[src/rtl/seg_pkg.sv]
// Shared constants for the seven-segment scan display.
// Segment bit order is {dp,g,f,e,d,c,b,a}, active-high.
package seg_pkg;

  localparam int NUM_DIGITS = 5;

  // Segment patterns
  localparam logic [7:0] SEG_0     = 8'h3F;
  localparam logic [7:0] SEG_1     = 8'h06;
  localparam logic [7:0] SEG_2     = 8'h5B;
  localparam logic [7:0] SEG_3     = 8'h4F;
  localparam logic [7:0] SEG_4     = 8'h66;
  localparam logic [7:0] SEG_C     = 8'h39;
  localparam logic [7:0] SEG_P     = 8'h73;
  localparam logic [7:0] SEG_E     = 8'h79;
  localparam logic [7:0] SEG_DASH  = 8'h40;
  localparam logic [7:0] SEG_BLANK = 8'h00;

  // Glyph codes fed to the glyph ROM; digits map to their own value
  localparam logic [3:0] GL_0     = 4'h0;
  localparam logic [3:0] GL_1     = 4'h1;
  localparam logic [3:0] GL_2     = 4'h2;
  localparam logic [3:0] GL_3     = 4'h3;
  localparam logic [3:0] GL_4     = 4'h4;
  localparam logic [3:0] GL_C     = 4'hA;
  localparam logic [3:0] GL_P     = 4'hB;
  localparam logic [3:0] GL_E     = 4'hC;
  localparam logic [3:0] GL_DASH  = 4'hD;
  localparam logic [3:0] GL_BLANK = 4'hF;

  // Digit positions; DIG_C is the leftmost digit
  typedef enum logic [2:0] {
    DIG_SPOT = 3'd0,
    DIG_P    = 3'd1,
    DIG_GAP  = 3'd2,
    DIG_CAP  = 3'd3,
    DIG_C    = 3'd4
  } digit_e;

endpackage

[src/rtl/seg_glyph_rom.sv]
// Combinational glyph code to segment pattern map.
module seg_glyph_rom
  import seg_pkg::*;
(
  input  logic [3:0] glyph,
  output logic [7:0] pattern
);

  // Unknown codes render dark rather than showing garbage
  always_comb begin
    pattern = SEG_BLANK;
    case (glyph)
      GL_0:    pattern = SEG_0;
      GL_1:    pattern = SEG_1;
      GL_2:    pattern = SEG_2;
      GL_3:    pattern = SEG_3;
      GL_4:    pattern = SEG_4;
      GL_C:    pattern = SEG_C;
      GL_P:    pattern = SEG_P;
      GL_E:    pattern = SEG_E;
      GL_DASH: pattern = SEG_DASH;
      default: pattern = SEG_BLANK;
    endcase
  end

endmodule

[src/rtl/seg_scan_driver.sv]
// Five-digit multiplexed seven-segment driver for the parking display.
// Shows "C<cap> P<spot>"; inputs are latched once per frame so a frame
// never tears, and each slot starts with a dark guard to avoid ghosting.
// Optional feature: define SEG_BLINK_FULL_EN to blink the display while
// the garage is full (capacity == 0).
module seg_scan_driver
  import seg_pkg::*;
#(
  parameter int REFRESH_DIV  = 1000,
  parameter int BLANK_CYCLES = 2,
  parameter int BLINK_FRAMES = 64
) (
  input  logic                  CLK,
  input  logic                  RST,
  input  logic [2:0]            capacity,
  input  logic [1:0]            nearest_park,
  output logic [7:0]            seg_data,
  output logic [NUM_DIGITS-1:0] seg_select
);

  localparam int              CW       = $clog2(REFRESH_DIV);
  localparam logic [CW-1:0]   CNT_LAST = CW'(REFRESH_DIV - 1);

  logic [CW-1:0] cnt_q;
  digit_e        idx_q;
  logic [2:0]    cap_q;
  logic [1:0]    park_q;
  logic          frame_start;
  logic          slot_last;
  logic          in_blank;
  logic          dark;
  logic [3:0]    glyph;
  logic [7:0]    pattern;

  assign frame_start = (idx_q == DIG_C) && (cnt_q == '0);
  assign slot_last   = (cnt_q == CNT_LAST);

  // Slot counter and digit index: leftmost digit first, wrapping per frame
  always_ff @(posedge CLK or negedge RST) begin
    if (!RST) begin
      cnt_q <= '0;
      idx_q <= DIG_C;
    end else if (slot_last) begin
      cnt_q <= '0;
      idx_q <= (idx_q == DIG_SPOT) ? DIG_C : digit_e'(idx_q - 3'd1);
    end else begin
      cnt_q <= cnt_q + 1'b1;
    end
  end

  // Frame latch: sample inputs only at the very start of a frame
  always_ff @(posedge CLK or negedge RST) begin
    if (!RST) begin
      cap_q  <= 3'd0;
      park_q <= 2'd0;
    end else if (frame_start) begin
      cap_q  <= capacity;
      park_q <= nearest_park;
    end
  end

  // Anti-ghosting guard at the start of every slot
  generate
    if (BLANK_CYCLES == 0) begin : g_no_guard
      assign in_blank = 1'b0;
    end else begin : g_guard
      assign in_blank = (cnt_q < CW'(BLANK_CYCLES));
    end
  endgenerate

  // Glyph selection for the current digit from the latched values
  always_comb begin
    glyph = GL_BLANK;
    case (idx_q)
      DIG_C:    glyph = GL_C;
      DIG_CAP:  glyph = (cap_q > 3'd4) ? GL_E : {1'b0, cap_q};
      DIG_GAP:  glyph = GL_BLANK;
      DIG_P:    glyph = GL_P;
      DIG_SPOT: glyph = (cap_q == 3'd0) ? GL_DASH : ({2'b00, park_q} + 4'd1);
      default:  glyph = GL_BLANK;
    endcase
  end

  seg_glyph_rom u_rom (
    .glyph   (glyph),
    .pattern (pattern)
  );

`ifdef SEG_BLINK_FULL_EN
  localparam int FW = $clog2(BLINK_FRAMES + 1);

  logic [FW-1:0] fcnt_q;
  logic [FW-1:0] fcnt_next;
  logic          blink_q;
  logic          blink_next;

  // fcnt counts frames already spent in the current blink phase; the new
  // phase takes effect on the frame-start edge itself, so a blinked frame
  // is dark from its first cycle.
  always_comb begin
    fcnt_next  = fcnt_q;
    blink_next = blink_q;
    if (frame_start) begin
      if (capacity != 3'd0) begin
        fcnt_next  = '0;
        blink_next = 1'b0;
      end else if (fcnt_q == FW'(BLINK_FRAMES)) begin
        fcnt_next  = FW'(1);
        blink_next = ~blink_q;
      end else begin
        fcnt_next  = fcnt_q + 1'b1;
      end
    end
  end

  // Blink phase state
  always_ff @(posedge CLK or negedge RST) begin
    if (!RST) begin
      fcnt_q  <= '0;
      blink_q <= 1'b0;
    end else begin
      fcnt_q  <= fcnt_next;
      blink_q <= blink_next;
    end
  end

  assign dark = blink_next;
`else
  logic unused_blink_cfg;
  assign unused_blink_cfg = (BLINK_FRAMES != 0);
  assign dark = 1'b0;
`endif

  // Registered outputs; dark during the guard window or a blinked frame
  always_ff @(posedge CLK or negedge RST) begin
    if (!RST) begin
      seg_data   <= 8'h00;
      seg_select <= '0;
    end else if (in_blank || dark) begin
      seg_data   <= 8'h00;
      seg_select <= '0;
    end else begin
      seg_data   <= pattern;
      seg_select <= NUM_DIGITS'(1) << idx_q;
    end
  end

endmodule

[config.mk]
export PLATFORM = sky130hd
export DESIGN_NAME = seg_scan_driver
export DESIGN_NICKNAME = d
export VERILOG_FILES = /design/src/rtl/seg_pkg.sv /design/src/rtl/seg_glyph_rom.sv /design/src/rtl/seg_scan_driver.sv
export SDC_FILE = /design/constraint.sdc
export NUM_CORES = 1
export LEC_CHECK = 0
export CAP_MARGIN = 20
export CELL_PAD_IN_SITES_DETAIL_PLACEMENT = 1
export CELL_PAD_IN_SITES_GLOBAL_PLACEMENT = 1
export CORE_MARGIN = 4
export CORE_UTILIZATION = 29
export CTS_CLUSTER_SIZE = 12
export DETAILED_ROUTE_END_ITERATION = 7
export PLACE_DENSITY_LB_ADDON = 0.05
export SLEW_MARGIN = 40
export SYNTH_ARGS = -nofsm -noshare
export SYNTH_HDL_FRONTEND = slang
export SYNTH_SLANG_ARGS = --single-unit
[constraint.sdc]
create_clock -name CLK -period 5.75 [get_ports CLK]
set_clock_uncertainty 0.15 [all_clocks]
set_input_delay 1.15 -clock CLK [delete_from_list [all_inputs] [get_ports CLK]]
set_output_delay 1.15 -clock CLK [all_outputs]
set_load 0.01 [all_outputs]
# [Word-level counts from Yosys, hierarchy flattened]
# Memory sizes are Yosys's and may differ from the RTL's.
# Index checks and enable logic that the tools add are counted.
[totals] reg_bits=31 mem_bits_ro=112 input_bits=7 output_inout_bits=13 elab_cells=28 mem_count=1
[mem_list] name="(name not given)" words=16 width=7 rd=1 rd_clocked_by_memory_dff=0 wr=0 line="seg_glyph_rom.sv:12" text="case (glyph)"
[op_classes] add_sub_neg=3 order_cmp=2 n_eq_ne=4 shift=1 n_mux=7 reduce_logical=4
[op_table] op="$pmux 4 s4" count=1
[op_table] op="$add 10x1->10 const B" count=1
[op_table] op="$eq 10x10->1 const B" count=1
[op_table] op="$logic_not 10->1" count=1
[op_table] op="$lt 10x2->1 const B" count=1
[op_table] op="$mux 10" count=1
[op_table] op="$mux 4" count=2
[op_table] op="$mux 8" count=1
[op_table] op="$logic_not 3->1" count=2
[op_table] op="$mux 5" count=1
[op_table] op="$shl 1x3->5 const A" count=1
[op_table] op="$add 2x1->3 const B" count=1
[op_table] op="$eq 3x1->1 const B" count=1
[op_table] op="$eq 3x2->1 const B" count=1
[op_table] op="$eq 3x3->1 const B" count=1
[op_table] op="$gt 3x3->1 const B" count=1
[op_table] op="$mux 3" count=1
[op_table] op="$sub 3x1->3 const B" count=1
[op_table] op="$logic_and 1x1->1" count=1

# [Depth between registers and ports, before layout]
# Gate-level depths: netlist (run 1).
# An unclocked memory read counts as a cell.
[depth] word_depth=5 ltp_mapped=6 ltp_nobuf=6

# [Hierarchy]
# A second synthesis (run 1) with hierarchy kept.
[hier_totals] cells_unflattened=149 hier_area_um2=1585.3
[modules_own_cells] mod="seg_scan_driver" instances=1 cells_each=123 area_per_inst_um2=1405.1 seq_area_each_um2=777.0
[modules_own_cells] mod="seg_glyph_rom" instances=1 cells_each=26 area_per_inst_um2=180.2 seq_area_each_um2=0.0

# [Least setup slack after synthesis (run 1)]
# OpenSTA, ideal clock, no wires.
[synth_timing] path_kind="reg2reg" startpoint="register cnt_q[4]" endpoint="register cap_q[0]" setup_ns=0.125 arrival_time_ns=1.615 required_time_ns=5.475 path_slack_ns=3.860 stages_incl_launch_ff=5 n_path_buf=0 synth_period_minus_slack_ns=1.890 cell_sequence="dfrtp_1 -> or4_4 -> nor2_4 -> nand4_4 -> mux2_4"
[synth_via] elab_chain_len=2
[synth_rtl] element="start, declared" line="seg_scan_driver.sv:24" text="logic [CW-1:0] cnt_q;"
[synth_rtl] element="start signal, assigned" line="seg_scan_driver.sv:47" text="cnt_q <= cnt_q + 1'b1;"
[synth_rtl] element="$logic_not 10->1" line="seg_scan_driver.sv:35" text="assign frame_start = (idx_q == DIG_C) && (cnt_q == '0);"
[synth_rtl] element="$logic_and 1x1->1" line="seg_scan_driver.sv:35"
[synth_rtl] element="end signal, assigned" line="seg_scan_driver.sv:57" text="cap_q <= capacity;"
[synth_rtl] element="end, declared" line="seg_scan_driver.sv:26" text="logic [2:0] cap_q;"
# No other way between the ends.
# A chain may end at the register's enable or synchronous reset.

# [Worst setup path after layout (run 1)]
[layout_timing] startpoint="register seg_select[2]" endpoint="output seg_select[2]"
[layout_lines] element="start, declared" line="seg_scan_driver.sv:18" text="output logic [NUM_DIGITS-1:0] seg_select"
[layout_lines] element="start signal, assigned" line="seg_scan_driver.sv:144" text="seg_select <= NUM_DIGITS'(1) << idx_q;"
# No word-level cell between the ends.

==> results.cfg, run 1 <==
[floorplan]
initial_core_util_pct = 29.8
rows = 26
core-area_mm2 = 0.00511
die_h_um = 80.4
ios = 20
die_area_mm2 = 0.00647
die_w_um = 80.4

[setup_path]
required_ps = 4450
reg2reg_slack_ps = 3600
start_kind = flop
path_max_fanout = 1
cp_data_arrival_time_ps = 1150
r2r_cells = 5
path_class = reg -> out
critPathMaxStageDelay_ps = 540
path_cells = clkdlybuf4s50_1
reg2reg_from = idx_q[2]
path_buf_inv = 1
end_kind = primary output
cpMaxStageDelayCell = clkdlybuf4s50_1
cp_top_family = buffers and inverters
reg2reg_to = seg_data[6]

[timing]
fin_crit_ps = 2450
rsz0062_at_grt = false
finalCritPeriodShare_pct = 42.5
fin_tns_setup_ps = 0
finalHoldViolCount = 0
hold_ws_ps = 337
slew_viol_final = 0
setup_viol = 0
max-slew-margin-rel_pct = 53.1
worst-slew-pin-transition_ps = 703
clock.fmax_mhz = 409

[logic_synthesis]
ys_ff_latch = 30
ys_top_cells_by_area = dfrtp_1 (48%), mux2_4 (4.9%), xnor2_1 (3.5%)
yosysSeqAreaShare_pct = 49.4
yosysWarnings = 0
ys_types = 45
yosys.area.top_type = dfrtp_1
avgSynthCellArea_um2 = 10.8
synth_top_area_share_pct = 47.7
yosysMostFrequentCell = dfrtp_1
ys.flop_type = dfrtp_1
synthArstFlopShare_pct = 100
synth_nets = 151
syn_inst = 141
ys_top_cells_by_count = dfrtp_1 (29), nand2_1 (11), a21oi_1 (10)
synth_area_mm2 = 0.00152
synth_edf_count = 0

[placed_design]
io_buffers = 18
dpl-instance-area_mm2 = 0.00176
dp.cells = 224
place_hpwl_um = 2550
place.gp.congestion = 0.822

[clock_network]
root_buffer = clkbuf_8
htreeDepth = 2
cts_tree = yes
clk_pin_slew_ps = 70
cts-hold-fix-buffers = 0
cts_sinks = 30
cts_buffers = 5
clock_latency_ps = 280
cts_buffer_depth = 2
cts_setup_buffers = 0
postCtsResizedCells = 0

[layout]
multiInputGateArea_um2 = 713
n_antenna_cell = 0
fin_util_pct = 36.1
finalNonFillerCells = 232
final_layout_size_suffix_gt1_share_pct = 14.2
stdcell_area_mm2 = 0.00184
fillCellCount = 609
nets = 171
regArea_um2 = 752
area_delta_synth_final_pct = 21.1

[routing]
ant_nets = 0
drcViolationCount = 0
dr.pass1.iters = 4
vias_per_cell = 4.85
wl_um = 3420
vias = 1126
initialDrtViolationCount = 49
wl_per_cell_um = 14.8

[status]
status = finished clean

[hold_path]
hold_path.class = reg -> reg
hold_path_startpoint = cnt_q[0]
hold_path_depth = 1
min_to = cnt_q[0]

[run]
maxCapViolations = 0

[global_route]
use_met2_pct = 21.4
overflow = 0
grt_pass1_vias = 1207
grt_util_met1_pct = 14.3
antenna_found_initial = 0
grt_pass1_wl_um = 6070
grt_max_degree = 31
grt_util_met3_pct = 4.15
groute.usage.overall_pct = 12.4
top_usage_layer = met2

[power_and_ir_drop]
p_leak_nw = 0.806
irDropWorstVdd_mv = 0.0858
p_per_area_mw_per_mm2 = 234
-- through the flow --
stage	worst slack [ps]	power (mW)
6_report	3300	0.431
3_5_place_dp	3600	0.273
2_1_floorplan	3860	0.248
5_1_grt	3250	0.457
3_3_place_gp	3610	0.272
4_1_cts	3280	0.439
-- kinds of logic (layout without fill, tap and decap cells) --
| logic type | after synthesis | after routing | share of synthesized area (%) |
|---|---|---|---|
| AOI/OAI and AO/OA | 31 | 31 | 13.7 |
| buffers and inverters | 11 | 32 | 3.70 |
| other | 1 | 1 | 0.246 |
| DFF | 30 | 30 | 49.4 |
| adders and majority gates | 3 | 3 | 2.47 |
| and+or+nand+nor | 52 | 52 | 20.9 |
| xor gates and xnor gates | 7 | 7 | 4.03 |
| muxes | 6 | 6 | 5.59 |
-- how the worst max path moves through the flow --
stage	depth (start not counted)	from	slack, ps	end
4_1_cts	1	seg_select[2]	3280	seg_select[2]
5_1_grt	1	seg_data[3]	3250	seg_data[3]
2_1_floorplan	4	cnt_q[4]	3860	cap_q[0]
6_report	1	seg_select[2]	3300	seg_select[2]
3_5_place_dp	1	seg_select[2]	3600	seg_select[2]
3_3_place_gp	1	seg_data[6]	3610	seg_data[6]
-- flip-flops by register name, indices dropped and copies added, names as in the netlist --
name,flops
cap_q,3
cnt_q,10
idx_q,3
park_q,2
seg_data,7
seg_select,5
-- layout make-up --
| cell class | count | share of cell area, % |
|---|---|---|
| clock buffer | 6 | 3.94 |
| clock inverter | 2 | 0.543 |
| inverter | 5 | 1.02 |
| multi-input combinational | 100 | 38.7 |
| sequential | 30 | 40.8 |
| tap | 70 | 4.76 |
| timing repair buffer | 19 | 10.2 |
-- report_power, final --
part	switching (mW)	internal, mW
Clock	0.0796	0.0837
Combinational	0.0209	0.0246
Sequential	0.00396	0.218
Total	0.104	0.327
-- placed cells by master, fill, tap and decap left out, types with 5 or more instances in the layout --
| master | count |
|---|---|
| a21oi_1 | 10 |
| and3_1 | 5 |
| clkbuf_8 | 5 |
| clkdlybuf4s50_1 | 18 |
| dfrtp_1 | 29 |
| inv_1 | 5 |
| mux2_4 | 5 |
| nand2_1 | 11 |
| nor2_1 | 7 |
| o21ai_0 | 7 |
| xnor2_1 | 6 |
-- routing by layer --
metal / wire [µm] / share of wire [%]
met1: 1440 / 42
met2: 1800 / 52
met3: 135 / 3.9
met4: 52 / 1.5
met5: 0 / 0
No activity file was read; power rests on OpenSTA's default activity.
==> run 2: changes to the inputs <==
clock period = 2.3 ns   (was 5.75 ns; I/O delays follow)
==> results.cfg, run 2 (synthesis gave the netlist of run 1 again) <==
[placed_design]
dp_slack_ps = 222
dp.cells = 227
place_hpwl_um = 2590
place.gp.congestion = 0.794
io_buffers = 18

[floorplan]
ios = 20
die_w_um = 80.4
die_area_mm2 = 0.00647
core-area_mm2 = 0.00511
die_h_um = 80.4
initial_core_util_pct = 29.8
rows = 26

[global_route]
grt_pass1_wl_um = 6050
overflow = 0
grt_max_degree = 31
antenna_found_initial = 0
groute.usage.overall_pct = 12.2
grt_pass1_vias = 1241

[hold_path]
hold_path.class = reg -> reg
hold_path_startpoint = cnt_q[0]

[routing]
initialDrtViolationCount = 51
wl_um = 3380
wl_per_cell_um = 14.4
drt-met1-wl_um = 1340
drcViolationCount = 0
wl_met3_um = 129
vias_per_cell = 4.88
vias = 1146
top_layer = met4
ant_nets = 0
dr.pass1.iters = 4
wl_met2_um = 1880

[layout]
largest_register_ffs = 10
nets = 174
finalNonFillerCells = 235
final_layout_size_suffix_gt1_share_pct = 15.8
fin_util_pct = 36.7
top_register = cnt_q
n_antenna_cell = 0
final_cell_mix = dfrtp_1 (29), clkdlybuf4s50_1 (18), nand2_1 (11)
layout_commonest_cell = dfrtp_1
reg.largest.list = cnt_q: 10 flops, seg_data: 7 flops, seg_select: 5 flops
area_delta_synth_final_pct = 23.1

[timing]
finalCritPeriodShare_pct = 90.6
finalHoldViolCount = 0
clock.fmax_mhz = 480
slew_viol_final = 0
rsz0062_at_grt = false
setup_viol = 0
fin_ws_ps = 217
hold_ws_ps = 336
fin_tns_setup_ps = 0
fin_crit_ps = 2080

[setup_path]
critPathMaxStageDelay_ps = 770
cpMaxStageDelayCell = dfstp_2
cp_data_arrival_time_ps = 2110
path_class = reg -> reg
path_max_fanout = 18
reg2reg_from = idx_q[2]
startpoint = idx_q[2]
required_ps = 2330
end_kind = flop
path_cells = nor4_1 > o21ai_1 > nand3_2 > a2111o_1 > o31ai_1
start_kind = flop

[clock_network]
cts_buffer_depth = 2
cts_setup_buffers = 0
root_buffer = clkbuf_8
clk_pin_slew_ps = 60
cts_sinks = 30
cts_buffers = 5
clock_latency_ps = 270
postCtsResizedCells = 0
cts_tree = yes
cts-hold-fix-buffers = 0
htreeDepth = 2

[power_and_ir_drop]
irDropWorstVdd_mv = 0.158
p_per_area_mw_per_mm2 = 584
p_leak_nw = 0.823

[status]
status = finished clean

[run]
maxCapViolations = 0
-- run 2: cell count changes in the layout (fill, tap and decap cells not counted), sizes merged --
| cell | before | now |
|---|---|---|
| buf | 1 | 4 |
| clkbuf | 6 | 7 |
| clkinv | 2 | 1 |
-- run 2: cell type report --
class | count | area (µm²)
Inverter | 5 | 18.8
Timing Repair Buffer | 22 | 210
Tap cell | 70 | 87.6
Multi-Input combinational cell | 100 | 713
Clock inverter | 1 | 5.00
Sequential cell | 30 | 752
Clock buffer | 7 | 86.3
Fill cell | 594 | 3230
-- run 2: metrics by stage --
stage	cell area, µm²	power [mW]
final	1870	1.09
after global routing	1870	1.16
after CTS	1870	1.12
after detailed placement	1780	0.683
after global placement	1780	0.682
after floorplan	1520	0.621
-- run 2: metal layers --
layer,global-route usage [%],vias to the layer above
met5,0,-
met1,14.0,575
met2,22.0,18
met3,3.48,4
met4,3.55,0
li1,-,549
-- run 2: where the power goes --
| group | switching, mW | internal [mW] |
|---|---|---|
| Clock | 0.182 | 0.241 |
| Sequential | 0.00995 | 0.546 |
| Combinational | 0.0520 | 0.0624 |
| Total | 0.244 | 0.850 |
-- run 2: worst paths after layout --
check                      cells past startpoint       endpoint  slack (ps)
setup / recovery                               5    seg_data[6]         220
hold reg to reg                                1       cnt_q[0]         340
setup reg to reg                               5    seg_data[6]         220
hold / removal                                 1       cnt_q[0]         340
min in group asynchronous                      2  seg_select[0]         420
max in group asynchronous                      2       idx_q[2]        1270
-- run 2: critical path: cells and delay by family (launching register included) --
kind | cells | cell delay [ps]
AO/OA/AOI/OAI | 3 | 800
flip-flops | 1 | 770
AND/OR/NAND/NOR | 2 | 270
==> run 3: changes to the inputs <==
clock period = 2.01 ns   (was 2.3 ns; I/O delays follow)
==> results.cfg, run 3 (synthesis gave the netlist of run 1 again) <==
[status]
status = finished clean

[power_and_ir_drop]
p_per_area_mw_per_mm2 = 641
power_frac_clock_pct = 38.6
p_leak_nw = 0.887
p_switching_mw = 0.288
sw_frac_of_total_pct = 22.6
irDropWorstVdd_mv = 0.230
p_int_mw = 0.985
power.share.sequential_pct = 50.1
comb_power_share_pct = 11.3

[floorplan]
die_w_um = 80.4
initial_core_util_pct = 29.8
rows = 26
ios = 20
die_area_mm2 = 0.00647
die_h_um = 80.4
core-area_mm2 = 0.00511

[setup_path]
cp_top_family = compound AO/OA/AOI/OAI gates
end_kind = flop
cp_data_arrival_time_ps = 1990
cpMaxStageDelayCell = a2111o_1
r2r_cells = 6
path_class = reg -> reg
reg2reg_from = park_q[0]
cp_num_cells = 6
reg2reg_to = seg_data[6]
endpoint = seg_data[6]
path_max_fanout = 2
start_kind = flop
path_cells = ha_1 > o31a_1 > o32ai_4 > nand3_2 > a2111o_1 > o31ai_2
path_buf_inv = 0
required_ps = 2050
reg2reg_slack_ps = 70
critPathMaxStageDelay_ps = 410
startpoint = park_q[0]

[layout]
regArea_um2 = 752
finalNonFillerCells = 248
multiInputGateArea_um2 = 728
fillCellCount = 583
reg.largest.list = cnt_q: 10 flops, seg_data: 7 flops, seg_select: 5 flops
n_antenna_cell = 0
final_cell_mix = dfrtp_1 (29), clkdlybuf4s50_1 (18), buf_4 (17)
nets = 187
final_layout_size_suffix_gt1_share_pct = 23.0
top_register = cnt_q
layout_commonest_cell = dfrtp_1
fin_util_pct = 38.9
largest_register_ffs = 10
area_delta_synth_final_pct = 30.4

[timing]
hold_ws_ps = 331
setup_viol = 0
finalHoldViolCount = 0
rsz0062_at_grt = true
finalCritPeriodShare_pct = 96.7
slew_viol_final = 0
clock.fmax_mhz = 514
fin_tns_setup_ps = 0
fin_crit_ps = 1940

[routing]
ant_nets = 0
vias_per_cell = 4.83
vias = 1197
drcViolationCount = 0
wl_um = 3710
initialDrtViolationCount = 43
wl_per_cell_um = 15.0
dr.pass1.iters = 4

[global_route]
groute.usage.overall_pct = 13.0
overflow = 0
grt_pass1_vias = 1296
antenna_found_initial = 0
grt_pass1_wl_um = 6310
grt_max_degree = 31

[run]
maxCapViolations = 0

[placed_design]
io_buffers = 18
place.gp.congestion = 0.777
dp.cells = 236
place_hpwl_um = 2840

[clock_network]
cts-hold-fix-buffers = 0
root_buffer = clkbuf_8
cts_buffer_depth = 2
cts_buffers = 5
clock_latency_ps = 270
cts_sinks = 30
htreeDepth = 2
cts_tree = yes
clk_pin_slew_ps = 60

[hold_path]
hold_path.class = reg -> reg
-- run 3: timing repair --
action,CTS,global route
setup buffers,1,3
pin swaps,1,3
setup endpoints to repair,1,3
gates resized for setup,0,3
-- run 3: worst min path at each step --
stage / from / end / slack [ps] / depth (start not counted)
2_1_floorplan: RST / cap_q[0] / -40 / 0
3_3_place_gp: cnt_q[0] / cnt_q[0] / 340 / 1
3_5_place_dp: cnt_q[0] / cnt_q[0] / 330 / 1
4_1_cts: cnt_q[0] / cnt_q[0] / 330 / 1
5_1_grt: cnt_q[0] / cnt_q[0] / 350 / 1
6_report: cnt_q[0] / cnt_q[0] / 330 / 1
-- run 3: cell type report --
class | count | area share (%)
flip-flops and latches | 30 | 37.9
multi-input cells | 100 | 36.7
repair buffers | 35 | 15.5
clock buffers | 8 | 4.54
well taps | 70 | 4.41
inverters | 5 | 0.946
-- run 3: power groups by stage --
stage	Sequential (mW)	Clock (mW)	Combinational, mW
after floorplan	0.653	0	0.0573
after global placement	0.648	0	0.132
after detailed placement	0.649	0	0.135
after CTS	0.638	0.511	0.138
after global routing	0.639	0.553	0.159
final	0.637	0.492	0.144
-- run 3: metrics by stage --
stage	total power, mW	setup WS (ps)	instance area, µm²
2_1_floorplan	0.710	120	1520
3_3_place_gp	0.780	69.4	1850
3_5_place_dp	0.784	-19.5	1850
4_1_cts	1.29	4.23	1950
5_1_grt	1.35	-32.5	1980
6_report	1.27	65.5	1980
-- run 3: metal layers --
layer | vias to the layer above | GRT usage, % | part of all wire, %
li1 | 577 | - | -
met1 | 598 | 13.8 | 40
met2 | 15 | 24.0 | 55
met3 | 7 | 3.81 | 3.2
met4 | 0 | 4.56 | 1.6
met5 | - | 0 | 0
==> patch, RTL diff (settings of run 2) <==
Put one more register stage on the output `seg_select`, cleared by the reset. The value now appears one clock later. The other outputs are not delayed to match.
--- a/src/rtl/seg_scan_driver.sv
+++ b/src/rtl/seg_scan_driver.sv
@@ -22,2 +22,4 @@
   localparam logic [CW-1:0]   CNT_LAST = CW'(REFRESH_DIV - 1);
+
+  logic [NUM_DIGITS-1:0] seg_select_s0;
 
@@ -137,9 +139,17 @@
       seg_data   <= 8'h00;
-      seg_select <= '0;
+      seg_select_s0 <= '0;
     end else if (in_blank || dark) begin
       seg_data   <= 8'h00;
+      seg_select_s0 <= '0;
+    end else begin
+      seg_data   <= pattern;
+      seg_select_s0 <= NUM_DIGITS'(1) << idx_q;
+    end
+  end
+
+  always_ff @(posedge CLK or negedge RST) begin
+    if (!RST) begin
       seg_select <= '0;
     end else begin
-      seg_data   <= pattern;
-      seg_select <= NUM_DIGITS'(1) << idx_q;
+      seg_select <= seg_select_s0;
     end
Behaviour: not the same (Yosys sat finds a counterexample within 4 cycles, from zero or initial values and one cycle with RST low).
==> patch against run 2 <==
- via count rose by 3.1%
- synthesized area increased by 8.2%
- total power increased by 19%
- cell area up 8.4%
- hold slack got worse by 140 ps
- core utilization is 0.18 points higher
- sequential cell count up 5
- wire length is 7.8% higher
- worst setup slack lost 9.1 ps
==> patch: results (changes against run 2) <==
seq pwr 0.644 mW (was 0.556 mW); Placement Setup Slack 245 ps (was 222 ps); synthesized instance count 146 (was 141); max incr delay on CP 530 ps (was 770 ps); Hold Startpoint seg_select_s0[1] (was cnt_q[0]); Overall Global Routing Usage 11.2% (was 12.2%); Post-Syn Nets 156 (was 151); register area share after synthesis 53.3% (was 49.4%); layout cells sized above 1 16.4% (was 15.8%); drt via density 4.86 (was 4.88); Storage cell area 877 um^2 (was 752 um^2); multiplexer area fraction after synthesis 5.17% (was 5.59%); Max FO, Critical Path 12 (was 18); internal power 1.02 mW (was 0.850 mW); dpl cells 235 (was 227); crit path DAT 2130 ps (was 2110 ps); fillers 611 (was 594); Initial DRC Count 48 (was 51); Post-layout nets 180 (was 174); dpl hpwl 2730 um (was 2590 um); PD cells 643 nW/um^2 (was 584 nW/um^2); status finished clean (unchanged); placed cell areas 1920 um^2 (was 1780 um^2); post-synthesis xor/xnor area fraction 3.72% (was 4.03%); routed wire length 3640 um (was 3380 um); Crit-path slowest cell dfrtp_1 (was dfstp_2)
-- patch: changes by cell type in the layout (fill, tap and decap cells not counted), sizes merged --
cell / before / now
clkbuf: 7 / 5
buf: 4 / 5
bufinv: 0 / 1
clkinv: 1 / 2
dfrtp: 29 / 34
-- patch: area by class of cell --
type | count | share of cell area [%]
clock buffers | 5 | 3.39
clock inverters | 3 | 2.16
inverters | 5 | 0.925
multi-input cells | 100 | 35.1
flip-flops and latches | 35 | 43.2
well taps | 72 | 4.44
repair buffers | 23 | 10.7
-- patch: metal layers --
layer	vias up	GRT usage (%)	wire length, um
met5	-	0	0
met4	0	4.01	46
met3	6	3.27	122
met2	20	19.3	1920
met1	588	13.0	1550
li1	567	-	-
-- patch: final timing paths --
kind	to	slack, ps	cells after the start
max	seg_data[6]	210	5
min	seg_select[1]	200	0
max reg2reg	seg_data[6]	210	5
min reg2reg	seg_select[1]	200	0
max in group asynchronous	idx_q[2]	1230	2
min in group asynchronous	seg_select[0]	430	2
